===== src/rtl/config_reg.sv =====
// config_reg: addressable config register slice on the config chain.
// Writes/reads on address match, forwards all other packets unchanged.
module config_reg #(
  parameter int ADDR_SIZE = 4,
  parameter int PAYLOAD_SIZE = 8,
  parameter logic [ADDR_SIZE-1:0] REG_ADDR = '0
) (
  input  logic clk,
  input  logic reset,
  input  logic recv_val,
  output logic recv_rdy,
  input  logic [ADDR_SIZE+PAYLOAD_SIZE:0] recv_msg,
  output logic send_val,
  input  logic send_rdy,
  output logic [ADDR_SIZE+PAYLOAD_SIZE:0] send_msg,
  output logic [PAYLOAD_SIZE-1:0] config_out
);

  localparam int W = ADDR_SIZE + PAYLOAD_SIZE + 1;

  logic [ADDR_SIZE-1:0] addr;
  logic wr;
  logic [PAYLOAD_SIZE-1:0] data;
  logic accept;
  logic hit;

  logic [PAYLOAD_SIZE-1:0] cfg_q;
  logic [PAYLOAD_SIZE-1:0] cfg_d;
  logic [W-1:0] msg_d;
  logic val_d;

  assign addr = recv_msg[W-1:PAYLOAD_SIZE+1];
  assign wr = recv_msg[PAYLOAD_SIZE];
  assign data = recv_msg[PAYLOAD_SIZE-1:0];

  // Single-entry buffer may refill in the cycle it drains.
  assign recv_rdy = !send_val || send_rdy;
  assign accept = recv_val && recv_rdy;
  assign hit = (addr == REG_ADDR);

  always_comb begin
    cfg_d = cfg_q;
    msg_d = send_msg;
    val_d = send_val;
    unique case (1'b1)
      !accept: begin
        val_d = send_val && !send_rdy;
      end
      accept && hit && wr: begin
        cfg_d = data;
        msg_d = recv_msg;
        val_d = 1'b1;
      end
      accept && hit && !wr: begin
        msg_d = {addr, 1'b0, cfg_q};
        val_d = 1'b1;
      end
      accept && !hit: begin
        msg_d = recv_msg;
        val_d = 1'b1;
      end
      default: begin
        val_d = send_val;
      end
    endcase
  end

  always_ff @(posedge clk) begin
    if (reset) begin
      cfg_q <= '0;
      send_msg <= '0;
      send_val <= 1'b0;
    end else begin
      cfg_q <= cfg_d;
      send_msg <= msg_d;
      send_val <= val_d;
    end
  end

  assign config_out = cfg_q;

endmodule


===== config.mk =====
export PLATFORM = sky130hd
export DESIGN_NAME = config_reg
export DESIGN_NICKNAME = d
export VERILOG_FILES = /design/src/rtl/config_reg.sv
export SDC_FILE = /design/constraint.sdc
export NUM_CORES = 1
export LEC_CHECK = 0
export ABC_AREA = 1
export BUFFER_PORTS_ARGS = -buffer_cell sky130_fd_sc_hd__buf_4
export CORE_MARGIN = 10
export CORE_UTILIZATION = 40
export DETAILED_ROUTE_END_ITERATION = 16
export PLACE_DENSITY = 0.68
export SETUP_SLACK_MARGIN = 0.15
export SLEW_MARGIN = 20
export SYNTH_ARGS = -nofsm -noshare
export SYNTH_HDL_FRONTEND = slang
export SYNTH_SLANG_ARGS = --single-unit

===== constraint.sdc =====
create_clock -name clk -period 1.4 [get_ports clk]
set_input_delay 0.07 -clock clk [delete_from_list [all_inputs] [get_ports clk]]
set_output_delay 0.07 -clock clk [all_outputs]
set_load 0.005 [all_outputs]

==> results.md <==
* Post-route ant nets at 0
* Hold crit path type: input pin to register
* Syn Nets at 165
* Slew Limit Fails at 0
* Max clock buf depth at 2
* Pre-antenna DRT Iters at 4
* Remaining Overflow, GRT at 0
* Port Buf Inserts at 39
* Fill count at 219
* Power Density at 906.3 mW/mm^2
* Num CTS Buffers at 3
* Detailed placement HPWL at 2052 um
* Reg clk slew, reported paths at 130 ps
* Crit end category: register
* Core Footprint at 0.002276 mm^2
* Post-synth EDFFs at 0
* Clock period minus worst slack at 1143 ps
* Root buf cell: clkbuf_4
* Area growth from synthesis to layout at 39.82%
* Diode count at 0
* TritonCTS sink count at 22
* CP required at 1620 ps
* Post-synth top area cell: dfxtp_1
* Sequential Area at 440.4 um^2
* GRT Total Usage at 10.31%
* Dominant synthesized flop cell: dfxtp_1
* Final WL at 2632 um
* First-pass GRT wire length at 4291 um
* Crit-path max FO at 18
* Die ar. at 0.004864 mm^2
* Post-Place Setup Slack at 207.2 ps
* Final hold violations at 0
* Post-synth top area share at 44.50%
* Final setup margin at 257.1 ps
* # DRC at 0
* Vias at 971
* Register area share after synthesis at 44.50%
* Worst Max-Slew Pin Slew at 374.8 ps
* Setup violators final at 0
* Pin count of the biggest net entering global routing at 19
* Total power at 1254 uW
* Initial core utilization at 43.49%
* Placed insts at 212
* RSZ-0062 raised after global routing: false
* First DRT Iteration DRCs at 44
* Ports at 40
* Max Clk Rate at 875.0 MHz
* CP startpoint kind: register
* Final Wtd Congestion at 0.7846
* Synth cell types at 17
* Number of global-route vias before repair at 905
* Synthesis-stage register bit count at 22
* Area of the multi-input gates at 442.9 um^2
* Fin nets at 208
* Clk_lat worst skew at 310 ps
* Top post-synthesis cells by area: dfxtp_1 (45%), nand2_1 (15%), nor2_1 (13%), inv_1 (7.6%), nand3_1 (4.0%)
* Max_slew headroom at 74.98%
* Max-cap viol count at 0
* Finished Cell Area at 0.001384 mm^2
* Layout cells sized above 1 at 28.42%
* CTS tree: built
* Die H at 69.74 um
* Std cell rows at 17
* CTS H-tree depth at 1
* Worst Setup Path Type: register to register
* Netlist Area Pre-Place at 989.7 um^2
* Max IR drop VDD at 0.0006393 V
* Setup Skew at 11.03 ps
* Routed len/inst at 12.07 um
* Yosys Warn Count at 0
* Die width at 69.74 um
* Final Non-Filler Cells at 218
* Status: complete, no violations
* Initial antenna violation count at 0
* Setup_tns at 0 ps
* Vias per cell at 4.454
* Lkg Pwr at 0.0007130 uW
* Placed Area at 0.001301 mm^2
* Ys async rst share at 0%
* Syn_area_per_cell at 6.687 um^2
* Post-route clock period utilization at 81.63%
* Mapped Cells at 148
* Crit path DAT at 1360 ps
-- flip-flops by register name, indices dropped and copies added (netlist names) --
signal      cells
send_msg       13
send_val        1
config_out      8
-- final cells by class --
class                           count  area share, %
Multi-Input combinational cell    100          32.01
Sequential cell                    22          31.83
Timing Repair Buffer               42          24.77
Inverter                           22          6.239
Clock buffer                        4          2.622
Tap cell                           28          2.532
-- worst paths after layout --
path / start / to / slack, ps / cells after the start
min reg2reg: send_msg[8] / send_msg[8] / 480 / 2
max: send_val / send_msg[9] / 260 / 5
min: recv_msg[11] / send_msg[11] / 9 / 3
max reg2reg: send_val / send_msg[9] / 260 / 5
-- metrics by stage --
step / utilization, % / hold WS [ps]
2_1_floorplan: - / 204.9
3_3_place_gp: 57.17 / 313.8
3_5_place_dp: 57.17 / 318.4
4_1_cts: 59.21 / 1.447
5_1_grt: 60.80 / 17.36
6_report: 60.80 / 9.047
-- report_power, final --
group	internal (uW)	switching, uW
clock network	158	196
registers	658	19.3
logic	114	108
total	931	323
-- synthesized netlist by cell type, types with 2 or more instances --
cell type	instances
nor2_2	2
a21oi_1	5
nand3_1	8
nand2_1	40
nor2_1	34
dfxtp_1	22
o21ai_0	4
inv_1	20
nand4_1	3
clkbuf_1	2
inv_2	2
-- per-layer routing --
metal	vias to the layer above	global-route usage, %	wire [um]
li1	529	-	-
met1	417	13.63	1311
met2	23	14.82	1121
met3	2	4.422	182
met4	0	2.609	17
met5	-	0	0
-- cells in the final DEF, fill, tap and decap left out --
master / netlist / layout
nand2_1: 40 / 40
buf_4: 0 / 39
nor2_1: 34 / 34
dfxtp_1: 22 / 22
inv_1: 20 / 19
nand3_1: 8 / 8
a21oi_1: 5 / 5
o21ai_0: 4 / 4
nand4_1: 3 / 3
clkbuf_4: 0 / 3
inv_2: 2 / 2
nor2_2: 2 / 2
buf_12: 0 / 2
a21oi_4: 1 / 1
clkinvlp_4: 0 / 1
nand2_4: 1 / 1
nand3_2: 1 / 1
nor2_4: 1 / 1
clkbuf_8: 0 / 1
dlygate4sd3_1: 0 / 1
-- logic make-up after synthesis --
kind of cell    count (synthesis)  synth area share [%]
simple gates                   90                 38.56
buf+inv                        26                 10.75
flops                          22                 44.50
compound gates                 10                 6.195
-- worst max-delay path, stage by stage, from the launching register on --
cell and delay [ps]:
dfxtp_1 360, a21oi_4 190, buf_12 170, clkinvlp_4 160, nor2_1 120, nor2_1 50
-- repair_timing --
item	CTS	global route
buffers inserted	0	1
hold buffers	1	0
endpoints found under the setup margin	0	16
endpoints found under the hold margin	5	0
resized for setup	0	4
(Power assumes the default switching activity.)
